**config.mk**
```make
export PLATFORM = sky130hd
export DESIGN_NAME = ft2232h_rx_if
export DESIGN_NICKNAME = d
export VERILOG_FILES = /design/src/rtl/ft2232h_rx_if.sv
export SDC_FILE = /design/constraint.sdc
export NUM_CORES = 1
export LEC_CHECK = 0
export BUFFER_PORTS_ARGS = -buffer_cell sky130_fd_sc_hd__buf_2
export CORE_MARGIN = 4
export CORE_UTILIZATION = 35
export CTS_CLUSTER_DIAMETER = 200
export DETAILED_ROUTE_END_ITERATION = 16
export HOLD_SLACK_MARGIN = 0.06
export PLACE_DENSITY = 0.52
export SETUP_SLACK_MARGIN = 0.1
export SYNTH_ARGS = -nofsm -noshare
export SYNTH_HDL_FRONTEND = slang
export SYNTH_SLANG_ARGS = --single-unit
```
**constraint.sdc**
```tcl
create_clock -name clkout_i -period 3.2 [get_ports clkout_i]
set_input_delay 0.64 -clock clkout_i [delete_from_list [all_inputs] [get_ports clkout_i]]
set_output_delay 0.64 -clock clkout_i [all_outputs]
set_load 0.01 [all_outputs]
```
**src/rtl/ft2232h_rx_if.sv**
```systemverilog
// FT2232H synchronous 245 FIFO receive engine (PC -> FPGA).
// Drives OE#/RD#, captures bytes on CLKOUT and buffers them in a FWFT byte FIFO.
module ft2232h_rx_if #(
    parameter int AW    = 4,
    parameter int CNT_W = 32
) (
    input  logic             clkout_i,
    input  logic             rst_n_i,
    input  logic [7:0]       data_i,
    input  logic             rxf_n_i,
    output logic             oe_n_o,
    output logic             rd_n_o,
    input  logic             rx_en_i,
    output logic             bus_rx_o,
    output logic [7:0]       m_data_o,
    output logic             m_valid_o,
    input  logic             m_ready_i,
    output logic [AW:0]      fifo_count_o,
    output logic [CNT_W-1:0] rx_bytes_o
);

    localparam int DEPTH = 2 ** AW;
    localparam logic [AW:0] DEPTH_C = (AW + 1)'(DEPTH);

    typedef enum logic [1:0] {
        IDLE,
        OE,
        READ,
        TURN
    } state_t;

    state_t          state;
    logic [7:0]      mem [DEPTH];
    logic [AW-1:0]   wr_ptr;
    logic [AW-1:0]   rd_ptr;
    logic [AW:0]     count;
    logic [AW:0]     count_next;
    logic [AW:0]     free_next;
    logic            push;
    logic            pop;
    logic [CNT_W-1:0] rx_bytes;

    // The full guard never fires in practice: READ is left on the edge that fills the FIFO.
    assign push = (state == READ) && !rxf_n_i && (count != DEPTH_C);
    assign pop  = m_ready_i && (count != '0);

    always_comb begin
        count_next = count;
        if (push && !pop) begin
            count_next = count + (AW + 1)'(1);
        end else if (pop && !push) begin
            count_next = count - (AW + 1)'(1);
        end
        free_next = DEPTH_C - count_next;
    end

    always_ff @(posedge clkout_i) begin
        if (push) begin
            mem[wr_ptr] <= data_i;
        end
    end

    always_ff @(posedge clkout_i or negedge rst_n_i) begin
        if (!rst_n_i) begin
            wr_ptr   <= '0;
            rd_ptr   <= '0;
            count    <= '0;
            rx_bytes <= '0;
        end else begin
            if (push) begin
                wr_ptr   <= wr_ptr + AW'(1);
                rx_bytes <= rx_bytes + CNT_W'(1);
            end
            if (pop) begin
                rd_ptr <= rd_ptr + AW'(1);
            end
            count <= count_next;
        end
    end

    // Bus strobes are registered alongside the state so they change only on CLKOUT.
    always_ff @(posedge clkout_i or negedge rst_n_i) begin
        if (!rst_n_i) begin
            state    <= IDLE;
            oe_n_o   <= 1'b1;
            rd_n_o   <= 1'b1;
            bus_rx_o <= 1'b0;
        end else begin
            case (state)
                IDLE: begin
                    if (rx_en_i && !rxf_n_i && (free_next != '0)) begin
                        state    <= OE;
                        oe_n_o   <= 1'b0;
                        rd_n_o   <= 1'b1;
                        bus_rx_o <= 1'b1;
                    end
                end
                OE: begin
                    if (rxf_n_i || !rx_en_i) begin
                        state    <= TURN;
                        oe_n_o   <= 1'b1;
                        rd_n_o   <= 1'b1;
                        bus_rx_o <= 1'b0;
                    end else begin
                        state    <= READ;
                        oe_n_o   <= 1'b0;
                        rd_n_o   <= 1'b0;
                        bus_rx_o <= 1'b1;
                    end
                end
                READ: begin
                    if (rxf_n_i || !rx_en_i || (free_next == '0)) begin
                        state    <= TURN;
                        oe_n_o   <= 1'b1;
                        rd_n_o   <= 1'b1;
                        bus_rx_o <= 1'b0;
                    end
                end
                TURN: begin
                    state    <= IDLE;
                    oe_n_o   <= 1'b1;
                    rd_n_o   <= 1'b1;
                    bus_rx_o <= 1'b0;
                end
                default: begin
                    state    <= IDLE;
                    oe_n_o   <= 1'b1;
                    rd_n_o   <= 1'b1;
                    bus_rx_o <= 1'b0;
                end
            endcase
        end
    end

    assign m_data_o     = mem[rd_ptr];
    assign m_valid_o    = (count != '0);
    assign fifo_count_o = count;
    assign rx_bytes_o   = rx_bytes;

endmodule

```
# Word-level counts from Yosys, hierarchy flattened
# Memory sizes are Yosys's and may differ from the RTL's.
# Index checks and enable logic that the tools add are counted.
# W data, S select, Z words.
[op_classes]
n_addsub = 6
div_mod_pow = 0
bitwise_logic = 0
n_mul = 0
n_lt_le_gt_ge = 0
n_reduce_logical = 18
n_eq_ne = 6
muxes = 17
shift = 0
[ops]
columns = ["cell", "count"]
rows = [
  ["$add A32 B1 Y32 const B", 1],
  ["$pmux W1 S4", 3],
  ["$mux W5", 2],
  ["$reduce_bool A5 Y1", 2],
  ["$mux W1", 9],
  ["$add A4 B1 Y4 const B", 2],
  ["$pmux W2 S4", 1],
  ["$logic_and A1 B1 Y1", 7],
  ["$add A5 B1 Y5 const B", 1],
  ["$logic_not A5 Y1", 1],
  ["$ne A5 B5 Y1 const B", 1],
  ["$sub A5 B1 Y5 const B", 1],
  ["$sub A5 B5 Y5 const A", 1],
  ["$eq A2 B2 Y1 const B", 2],
  ["$logic_not A1 Y1", 4],
  ["$mux W2", 2],
  ["$eq A2 B1 Y1 const B", 1],
  ["$logic_not A2 Y1", 1],
  ["$logic_or A1 B1 Y1", 2],
  ["$ne A2 B1 Y1 const B", 1],
  ["$ne A2 B2 Y1 const B", 1],
  ["$reduce_and A2 Y1", 1],
]
[word_totals]
regBits = 50
mem_count = 1
elab_cells = 56
latch_bits = 0
mem_bits_rw = 128
output_inout_bits = 49
romBits = 0
[memory_table]
columns = ["memory", "depth", "word_bits", "rd", "rd_ports_with_merged_regs", "write_ports", "line", "text"]
rows = [
  ["mem", 16, 8, 1, 0, 1, "33", "logic [7:0] mem [DEPTH];"],
]

# Longest topological paths before layout
# Gate-level depths: netlist of run 1.
[depth]
ltp_word = 12
depth_mapped = 11
mapped_depth_nobuf = 9

# Worst setup path after synthesis of run 1
# OpenSTA, ideal clock, no wires.
[synth_path]
path_kind = "reg-to-reg"
start = "register count[1] (netlist: fifo_count_o[1])"
end = "register bus_rx_o"
stages_incl_launch_ff = 12
setup_ns = 0.128
path_buffers = 2
slack_ns = -0.061
arrival_time_ns = 3.133
cell_sequence = "dfrtp_1 -> inv_1 -> ha_1 -> or4b_1 -> buf_2 -> and2_4 -> buf_6 -> o32a_1 -> xnor2_1 -> o41ai_2 -> mux2i_2 -> mux2_1"
[synth_rtl]
columns = ["item", "line", "text"]
rows = [
  ["from (decl)", "36", "logic [AW:0] count;"],
  ["from (signal assigned)", "77", "count <= count_next;"],
  ["$reduce_bool A5 Y1 *", "-", ""],
  ["net m_valid_o", "16", "output logic m_valid_o,"],
  ["$logic_and A1 B1 Y1 *", "45", "assign pop = m_ready_i && (count != '0);"],
  ["$logic_and A1 B1 Y1 or $logic_not A1 Y1 (tied branches)", "51, 49", ""],
  ["$mux W5 or $logic_and A1 B1 Y1 (tied branches)", "51, 49", ""],
  ["$mux W5 *", "49", "if (push && !pop) begin"],
  ["net count_next[2]", "37", "logic [AW:0] count_next;"],
  ["$sub A5 B5 Y5 *", "54", "free_next = DEPTH_C - count_next;"],
  ["$reduce_bool A5 Y1 or $logic_not A5 Y1 (tied branches)", "91, 112", ""],
  ["$logic_and A1 B1 Y1 or $logic_or A1 B1 Y1 (tied branches)", "91, 112", ""],
  ["$ne A2 B2 Y1 (no line) or $ne A2 B1 Y1 (tied branches)", "-", ""],
  ["$reduce_and A2 Y1 (no line) *", "-", ""],
  ["to (signal assigned)", "87", "bus_rx_o <= 1'b0;"],
  ["to (signal assigned)", "95", "bus_rx_o <= 1'b1;"],
  ["to (signal assigned)", "103", "bus_rx_o <= 1'b0;"],
  ["to (decl)", "14", "output logic bus_rx_o,"],
]
# Mark *: on every way through the listed nets, which the timed path passes. The rest lies on a longest branch.
# A chain may end at the register's enable or synchronous reset.

# Worst setup path in the final report of run 1
[layout_path]
start = "register count[1] (netlist: fifo_count_o[1])"
end = "register state[1]"
[layout_between]
elab_chain_len = 11
[layout_rtl]
columns = ["item", "line", "text"]
rows = [
  ["branches (longest 5 deep; another with $sub A5 B1 Y5)", "-", ""],
  ["$mux W5 *", "49", ""],
  ["net count_next[3]", "37", ""],
  ["$sub A5 B5 Y5 *", "54", ""],
  ["$reduce_bool A5 Y1 or $logic_not A5 Y1 (tied branches)", "91, 112", ""],
  ["$logic_and A1 B1 Y1 or $logic_or A1 B1 Y1 (tied branches)", "91, 112", ""],
  ["$ne A2 B2 Y1 (no line) or $ne A2 B1 Y1 (tied branches)", "-", ""],
  ["$reduce_and A2 Y1 (no line) *", "-", ""],
  ["to (signal assigned)", "92", "state <= OE;"],
  ["to (signal assigned)", "100", "state <= TURN;"],
  ["to (signal assigned)", "105", "state <= READ;"],
  ["to (decl)", "32", "state_t state;"],
]
# Mark *: on every way through the listed nets, which the timed path passes.

==> metrics list, run 1 <==
* Arithmetic-cell share of the synthesized area counting full adders, half adders and majority gates: 2.50%
- Highest fanout seen on the critical path: 5
- Met1 GRT Util: 18.9%
- Global-route congestion overflow total: 0
- When the netlist entered floorplanning its net count stood at 459.
- Number of CTS-inserted buffers: 17
* Xor-xnor portion of the synthesized cell area: 5.04%
- Sort of element at the start of the critical path: flop
- The min-delay analysis places its worst path in the category input pin to asynchronous set/reset pin.
* Static leakage: 3.30 nW
- Yosys warning count: 0
* Setup TNS: 0 ns
- Each instance of the synthesized netlist takes up on average 17.1 um^2.
- Register bit total from synthesis: 178
* Synth Instances: 432
- Max cap viols: 0
- The net count of the finished layout is 559.
- Share of synthesized flip-flops with an asynchronous set or reset: 28.1%
- Global routing consumed, over all layers together, 13.9% of the routing resources.
* Iter 0 DRT Violations: 223
* Combinational family with the most area after synthesis: multiplexers
- Number of buffers added to fix hold violations after cts: 0
* Worst Setup Path Type: flop to flop
- Setup repair after global routing missed its margin: false
- At the worst endpoint, the arrival time is 3.27 ns.
- X dimension of the die: 153 um
- Measured along the y axis, the die boundary spans 153 um.
- Cells with a size suffix above 1 make up 33.5% of the layout.
- Total routed wirelength: 15,900 um
* Headroom to the max-slew limit: 48.6%
- The floorplan step defined a die boundary enclosing 23,500 um^2.
- Wire length of the first global-routing pass: 24,900 um
* Average wire per standard cell: 19.5 um
* Endpoint class of the critical path: flop
- Clock insertion delay at the later pin of the skew report: 0.42 ns
- For this run, the detailed router's first-pass iteration total came to 4.
- CTS tree: done
- Peak clock frequency supported by timing: 0.336 GHz
- After detailed routing, the number of remaining DRC violations is 0.
- At the end of routability-driven placement, the weighted congestion stood at 0.787.
- Period utilisation layout: 92.9%
- Sequential elements use 68.9% of the synthesized area.
- Yosys mapped a number of flops with a built-in enable equal to 128.
* Final Critical Period: 2.97 ns
- Number of placement rows: 52
- The number of hold violations in the final report came to 0.
- The max-slew violation count was 0.
- The total area inside the core boundary comes to 20,500 um^2.
* Root buf cell: sky130_fd_sc_hd__clkbuf_16
- Longest Clk Path Bufs: 2
- In the global route stage, met3 resource usage came out at 3.70%.
- Of the total synthesized cell area, the portion taken by AND, OR, NAND and NOR gates is 7.47%.
- After detailed routing, the number of vias per cell comes to 5.01.
* Most congested layer reported by global routing: met2
- In the synthesized netlist the dominant register cell turns out to be sky130_fd_sc_hd__edfxtp_1.
* Mux cell area share after synthesis: 13.2%
- The H-tree generated during clock tree synthesis spans 4 levels.
- Detail Route Antenna Nets: 0
- Largest net degree at the start of global routing: 33
- The number of antenna violations at the first check in global routing was 0.
- 0 antenna diodes ended up in the layout.
- The clock drives 178 sinks.
- Clock-pin slew was measured on the worst setup and hold paths at 0.06 ns.
- Met2 Resource Use GR: 22.2%
- Ports: 62
- In this run the cell area of the synthesized design comes to 7400 um^2.
- Hold timing on the final database bottoms out at a slack of 0.225 ns.
- Compared with the post-synthesis result, the final layout area differs by 19.7%.
* Initial core utilization: 36.1%
* Vias: 4,076
- Result of the run: complete, no violations
- For the final database, setup skew stands at 0.00871 ns.
- The worst-case IR drop observed on VDD is 0.408 mV.
* Pwr Density: 789 nW/um^2
- Synthesized-area fraction occupied by ao, oa, aoi and oai cells: 1.54%
- Synthesis instantiated 49 different standard cells from the library.
- Register-to-register setup slack: 0.23 ns
- At the worst endpoint, the required time is 3.50 ns.
- The number of global-route vias before repair is 4,283.
- Setup violations remaining at the end of the flow were counted as 0.
* Number of buffers added on ports: 61
- Summed over all nets, the half-perimeter wirelength after detailed placement is 10,200 um.
- Actual transition at the worst max-transition pin: 0.772 ns
[synthesized netlist by cell type (all sizes together), types with 5 or more instances]
| cell | n | area share [%] |
|---|---|---|
| mux4 | 40 | 12 |
| nand4 | 10 | 0.85 |
| nand2b | 5 | 0.42 |
| xor2 | 12 | 1.4 |
| clkbuf | 7 | 0.36 |
| nand3 | 12 | 0.81 |
| dfrtp | 48 | 16 |
| buf | 8 | 0.52 |
| nor2 | 28 | 1.4 |
| edfxtp | 128 | 52 |
| nand2 | 33 | 1.7 |
| ha | 14 | 2.4 |
| xnor2 | 28 | 3.3 |
| nor3 | 10 | 0.68 |
| inv | 9 | 0.46 |
[state kept, by name, indices dropped and copies added (netlist names)]
signal and count:
oe_n_o 1, wr_ptr 4, bus_rx_o 1, fifo_count_o 5, rd_ptr 4, rx_bytes_o 32, mem 128, state 2
rd_n_o 1
[worst max-delay path, stage by stage (launching register included)]
cell and delay [ns]:
sky130_fd_sc_hd__dfrtp_2 0.41, sky130_fd_sc_hd__inv_2 0.09, sky130_fd_sc_hd__ha_4 0.15, sky130_fd_sc_hd__or4b_4 0.50, sky130_fd_sc_hd__and2_4 0.19, sky130_fd_sc_hd__a31o_1 0.21, sky130_fd_sc_hd__xor2_1 0.17, sky130_fd_sc_hd__o41ai_2 0.40
sky130_fd_sc_hd__mux2i_2 0.25, sky130_fd_sc_hd__buf_4 0.17, sky130_fd_sc_hd__mux2_1 0.32
[placed cells by master (no fill, tap or decap), types with 5 or more instances in the layout]
| cell type | synthesis | final |
|---|---|---|
| sky130_fd_sc_hd__buf_2 | 1 | 61 |
| sky130_fd_sc_hd__nand2b_1 | 5 | 5 |
| sky130_fd_sc_hd__inv_1 | 9 | 7 |
| sky130_fd_sc_hd__clkbuf_16 | 0 | 17 |
| sky130_fd_sc_hd__nand2_1 | 33 | 33 |
| sky130_fd_sc_hd__buf_4 | 0 | 33 |
| sky130_fd_sc_hd__nand3_1 | 12 | 12 |
| sky130_fd_sc_hd__mux4_2 | 40 | 40 |
| sky130_fd_sc_hd__nor3_1 | 10 | 10 |
| sky130_fd_sc_hd__nand4_1 | 10 | 10 |
| sky130_fd_sc_hd__ha_1 | 14 | 12 |
| sky130_fd_sc_hd__nor2_1 | 28 | 27 |
| sky130_fd_sc_hd__dfrtp_1 | 48 | 45 |
| sky130_fd_sc_hd__xnor2_1 | 28 | 27 |
| sky130_fd_sc_hd__edfxtp_1 | 128 | 128 |
| sky130_fd_sc_hd__xor2_1 | 12 | 12 |
[layer usage]
layer	up-vias	share of wire (%)
met5	-	0
met4	0	1.2
met3	16	5.6
met2	96	49
met1	2118	44
li1	1846	-
[kinds of logic (layout without fill, tap and decap cells)]
family                     Yosys count  after routing
AOI/OAI and AO/OA                   14             14
and+or+nand+nor                    113            113
xor gates and xnor gates            41             41
DFF                                178            178
muxes                               47             47
buffers and inverters               24            135
adders and majority gates           15             15
[power breakdown]
part / leakage (nW) / switching [mW] / internal (mW)
Combinational: 1.25 / 1.04 / 1.10
Sequential: 1.80 / 0.236 / 2.69
Clock: 0.252 / 0.862 / 1.06
[per-stage QoR]
| stage | cells | power, mW | cell area (um^2) | worst slack (ns) | util [%] |
|---|---|---|---|---|---|
| 6_report | 813 | 6.99 | 8860 | 0.228 | 43.2 |
| 5_1_grt | 813 | 7.40 | 8860 | 0.111 | 43.2 |
| 4_1_cts | 810 | 7.07 | 8810 | 0.145 | 43.0 |
| 3_5_place_dp | 779 | 5.11 | 8260 | 0.0192 | 40.3 |
| 3_3_place_gp | 779 | 5.06 | 8260 | 0.103 | 40.3 |
| 2_1_floorplan | 432 | 4.35 | 7430 | 0.109 | - |
[final cells by class]
class                      count  area [um^2]
fill                        1856        11600
inverter                       9         33.8
sequential                   178         5100
clock buffer                  18          429
clock inverter                12          108
multi-input combinational    230         2260
timing repair buffer          96          593
tap                          270          338
[final timing paths]
check                                      startpoint                         end  cells after the start
max                         fifo_count_o[1]$_DFF_PN0_        state[1]$_DFFE_PN0P_                     10
min                                           rst_n_i        bus_rx_o$_DFFE_PN0P_                      1
max reg2reg                 fifo_count_o[1]$_DFF_PN0_        state[1]$_DFFE_PN0P_                     10
min reg2reg                rx_bytes_o[31]$_DFFE_PN0P_  rx_bytes_o[31]$_DFFE_PN0P_                      1
max in group asynchronous                     rst_n_i  rx_bytes_o[12]$_DFFE_PN0P_                      2
min in group clkout_i      rx_bytes_o[31]$_DFFE_PN0P_  rx_bytes_o[31]$_DFFE_PN0P_                      1
[what timing repair did]
item / 4_1_cts / 5_1_grt
pin swaps: 0 / 4
buffers inserted: 1 / 3
endpoints found under the setup margin: 3 / 5
resized for setup: 2 / 6
Power figures use the tool's default switching activity.
==> run 2, diff against run 1 <==
--- a/config.mk
+++ b/config.mk
@@ -5,7 +5,9 @@
 export SDC_FILE = /design/constraint.sdc
 export NUM_CORES = 1
 export LEC_CHECK = 0
+export ABC_AREA = 1
 export BUFFER_PORTS_ARGS = -buffer_cell sky130_fd_sc_hd__buf_2
+export CORE_ASPECT_RATIO = 1.1
 export CORE_MARGIN = 4
 export CORE_UTILIZATION = 35
 export CTS_CLUSTER_DIAMETER = 200
==> run 2 against run 1 <==
Register-to-register slack improved by 0.40 ns. Flip-flop and latch count unchanged. Final cell count increased by 26%. First-iteration DRC count increased by 73%. Clock power increased by 9.8%. Count of clock-buffer cells in the layout decreased by 1. Sequential power about the same. Largest cell class unchanged. Highest routed layer unchanged.
==> metrics list, run 2 <==
- Number of flops mapped to enable cells by yosys: 128 (unchanged)
- The register with the most flip-flops in the final layout is mem.
- The footprint of the multi-input gates came to 2450 um^2 (+8.5%).
- The number of buffers inserted by post-CTS setup repair came to 0 (-1).
- The level count of the clock H-tree was 4 (unchanged).
- Vertical die dimension: 165 um (+7.3%)
- Number of sinks handled by clock tree synthesis: 178 (unchanged)
- Top post-synthesis cells by area: sky130_fd_sc_hd__edfxtp_1 49%, sky130_fd_sc_hd__dfrtp_1 15%, sky130_fd_sc_hd__nand2_1 3.9%
- The layout filler cell count is 2,117 (+14%).
* Fraction of post-synthesis cell area in the top cell type by area: 49.2% (-2.7 points)
- Number of nets in the synthesized netlist: 668 (+46%)
- The compound-gate portion of the synthesized area came to 7.12% (+5.6 points).
* Register bit total from synthesis: 178 (unchanged)
* Root buf cell: sky130_fd_sc_hd__clkbuf_16
- Clock slew at reported path FFs: 0.07 ns (about the same)
- Detail Route Antenna Nets: 0 (unchanged)
- Mux cell area share after synthesis: 2.82% (-10 points)
* Data arrival time of the critical path: 2.16 ns (-1.11 ns)
- The max-capacitance violation count came to 0 (unchanged).
- The setup path with the least slack is of type flop to output pin.
* Core region area: 22,000 um^2 (+7.5%)
* Highest fanout seen on the critical path: 48 (+43)
- Yosys warning count: 0 (unchanged)
- Of all cell types, the one taking the most synthesized area is sky130_fd_sc_hd__edfxtp_1.
* Actual transition at the worst max-transition pin: 0.770 ns (-0.00167 ns)
- In this run the worst setup path begins at rd_ptr[0]$_DFFE_PN0P_.
* Number of buffers added on ports: 61 (unchanged)
* Longest Clk Path Bufs: 2 (unchanged)
* Number of global-route vias before repair: 5,296 (+24%)
- In the layout the commonest cells are 128 x sky130_fd_sc_hd__edfxtp_1, 82 x sky130_fd_sc_hd__nand2_1, 80 x sky130_fd_sc_hd__nor2_1.
- Worst Skew: 0.0112 ns (+0.00247 ns)
- The worst setup path is captured at an output pin.
- Maximum cell stage delay along the critical path: 0.48 ns (-0.02 ns)
* Area enclosed by the die boundary: 24,800 um^2 (+5.2%)
* Result of the run: complete, no violations
* Dpl hpwl: 12,700 um (+24%)
* Setup repair after global routing missed its margin: false
- Ranked by instance count, the synthesized netlist is headed by 128 x sky130_fd_sc_hd__edfxtp_1, 82 x sky130_fd_sc_hd__nand2_1, 80 x sky130_fd_sc_hd__nor2_1.
- TritonCTS built the clock tree.
* Sort of element at the start of the critical path: flop
- Total routed wirelength: 18,700 um (+18%)
- X dimension of the die: 150 um (-2.0%)
- The static leakage was 3.72 nW (+13%).
- Initial core utilization: 35.4% (-0.69 points)
- Most frequent cell after synthesis: sky130_fd_sc_hd__edfxtp_1
* Overall Global Routing Usage: 15.8% (+2.0 points)
* Number of buffers added to fix hold violations after cts: 0 (unchanged)
* Family of cells with the greatest summed delay on the critical path: buffers and inverters
- Signed area change from the synthesized netlist to the final layout: 17.5%
* Synth Instances: 641 (+48%)
- The async set or reset register ratio after synthesis is 28.1% (unchanged).
- The number of setup violations in the final report is 0 (unchanged).
- In this run the worst hold path is classified as input pin to asynchronous set/reset pin.
* Combinational family with the most area after synthesis: simple AND/OR/NAND/NOR gates
* Iter 0 DRT Violations: 385 (+73%)
* Area of all sequential standard cells: 5100 um^2 (about the same)
* Library cells used by synthesis: 41 (-16%)
- Number of cells in the finished layout apart from fillers: 1,027 (+26%)
- Post-route DRC violation count: 0 (unchanged)
- The power per unit of standard cell area came to 805 nW/um^2 (+2.0%).
- The number of hold violations in the final report is 0 (unchanged).
- Post-cts gate resize count: 0 (-2)
* Largest net degree at the start of global routing: 66 (+100%)
* Startpoint of the worst-slack reg-to-reg timing path: state[0]$_DFFE_PN0P_
* Vias: 5,167 (+27%)
* Headroom to the max-slew limit: 48.5% (-0.078 points)
* Most frequent standard cell in the layout excluding fill and tap cells: sky130_fd_sc_hd__edfxtp_1
- Setup TNS: 0 ns (unchanged)
* Gp weighted congestion: 0.888 (+13%)
- The clock insertion delay at the later pin of the skew report was 0.42 ns (about the same).
- The total standard cell area after synthesis came to 7810 um^2 (+5.5%).
- CP bufs+invs: 2 (unchanged)
- Max FFs per register: 128 (unchanged)
- The adder-cell area share of the yosys netlist was 2.24% (-0.26 points).
- Required time of the critical path: 2.56 ns (-0.94 ns)
- The total overflow reported by the global router came to 0 (unchanged).
* Xor-xnor portion of the synthesized cell area: 4.49% (-0.55 points)
* Overall power after layout: 7.38 mW (+5.6%)
- Peak clock frequency supported by timing: 0.357 GHz (+6.2%)
- Antenna Cells: 0 (unchanged)
- The count of placed standard cells including taps was 995 (+28%).
* Wire length of the first global-routing pass: 29,800 um (+20%)
- Final Max Tran Viols: 0 (unchanged)
- The layout net count came to 746 (+33%).
* Antenna violations before repair: 0 (unchanged)
- The most used flip-flop cell after synthesis is sky130_fd_sc_hd__edfxtp_1.
- The share of synthesized area occupied by flip-flops and latches came to 65.3% (-3.6 points).
- Fraction of final layout cells sized beyond drive strength 1: 19.0% (-15 points)
- Via count normalized by instance count: 5.03 (+0.35%)
* Avg Cell Area, Syn: 12.2 um^2 (-29%)
- The routed length per placed instance was 18.2 um (-6.8%).
- The iteration count of the initial detailed-routing pass was 5 (+1).
* Period utilisation layout: 87.4% (-5.5 points)
* Number of CTS-inserted buffers: 17 (unchanged)
- The slowest stage of the critical path belongs to the cell sky130_fd_sc_hd__buf_4.
* Post-synthesis simple-gate area fraction: 14.7% (+7.3 points)
* Number of placement rows: 57 (+9.6%)
* Final Critical Period: 2.80 ns (-0.175 ns)
* Worst VDD drop: 0.434 mV (+6.4%)
- The critical path goes through buf_4 -> o21ai_0 -> o221ai_1 -> nand3_1 -> nand2_1 -> buf_2.
- The top-level port count is 62 (unchanged).
run 2: cell count changes in the layout (fill, tap and decap cells not counted), sizes merged, moves of 13 or more:
cell / previous run / this run
nand2: 33 / 88
nor2: 28 / 83
mux4: 40 / 0
inv: 12 / 49
o21ai: 2 / 35
nand3: 12 / 38
o221ai: 0 / 22
mux2i: 3 / 22
xnor2: 28 / 11
xor2: 12 / 29
buf: 96 / 83
run 2: power breakdown:
| group | internal (mW) | switching (mW) |
|---|---|---|
| Clock | 1.13 | 0.983 |
| Combinational | 0.831 | 1.55 |
| Sequential | 2.69 | 0.195 |
| Total | 4.65 | 2.72 |
run 2: final cells by class:
cell class              instances  share of cell area [%]
clock buffers                  17                    4.64
clock inverters                15                    2.02
inverters                      41                    1.71
multi-input cells             398                    26.7
flip-flops and latches        178                    55.6
well taps                     295                    4.03
repair buffers                 83                    5.27
run 2: path summary, 6_finish.rpt:
check                                              to  slack (ns)  cells past startpoint
max in group asynchronous       rd_ptr[0]$_DFFE_PN0P_        2.42                      2
setup / recovery                          m_data_o[7]        0.40                      6
hold / removal                   state[1]$_DFFE_PN0P_        0.32                      2
min in group clkout_i      rx_bytes_o[31]$_DFFE_PN0P_        0.48                      1
hold reg to reg            rx_bytes_o[31]$_DFFE_PN0P_        0.48                      1
setup reg to reg                 mem[11][4]$_DFFE_PP_        0.63                      8
run 2: cell families after synthesis:
kind of cell	after synthesis
AOI/OAI and AO/OA	80
xor gates and xnor gates	40
adders and majority gates	14
buffers and inverters	65
DFF	178
muxes	22
and+or+nand+nor	242
run 2: stage by stage:
stage	hold slack (ns)	cell area [um^2]	setup WS, ns	utilization, %
6_report	0.321	9170	0.403	41.6
5_1_grt	0.375	9170	0.223	41.6
4_1_cts	0.344	9170	0.385	41.6
3_5_place_dp	0.463	8560	0.634	38.8
3_3_place_gp	0.460	8560	0.716	38.8
2_1_floorplan	0.344	7810	0.956	-
run 2: metal layers:
layer / GRT usage, % / vias to the layer above / share of wire, %
met4: 4.58 / 0 / 1.4
met3: 3.92 / 18 / 5.4
met1: 20.9 / 2570 / 45
met5: 0 / - / 0
li1: - / 2454 / -
met2: 26.0 / 125 / 48
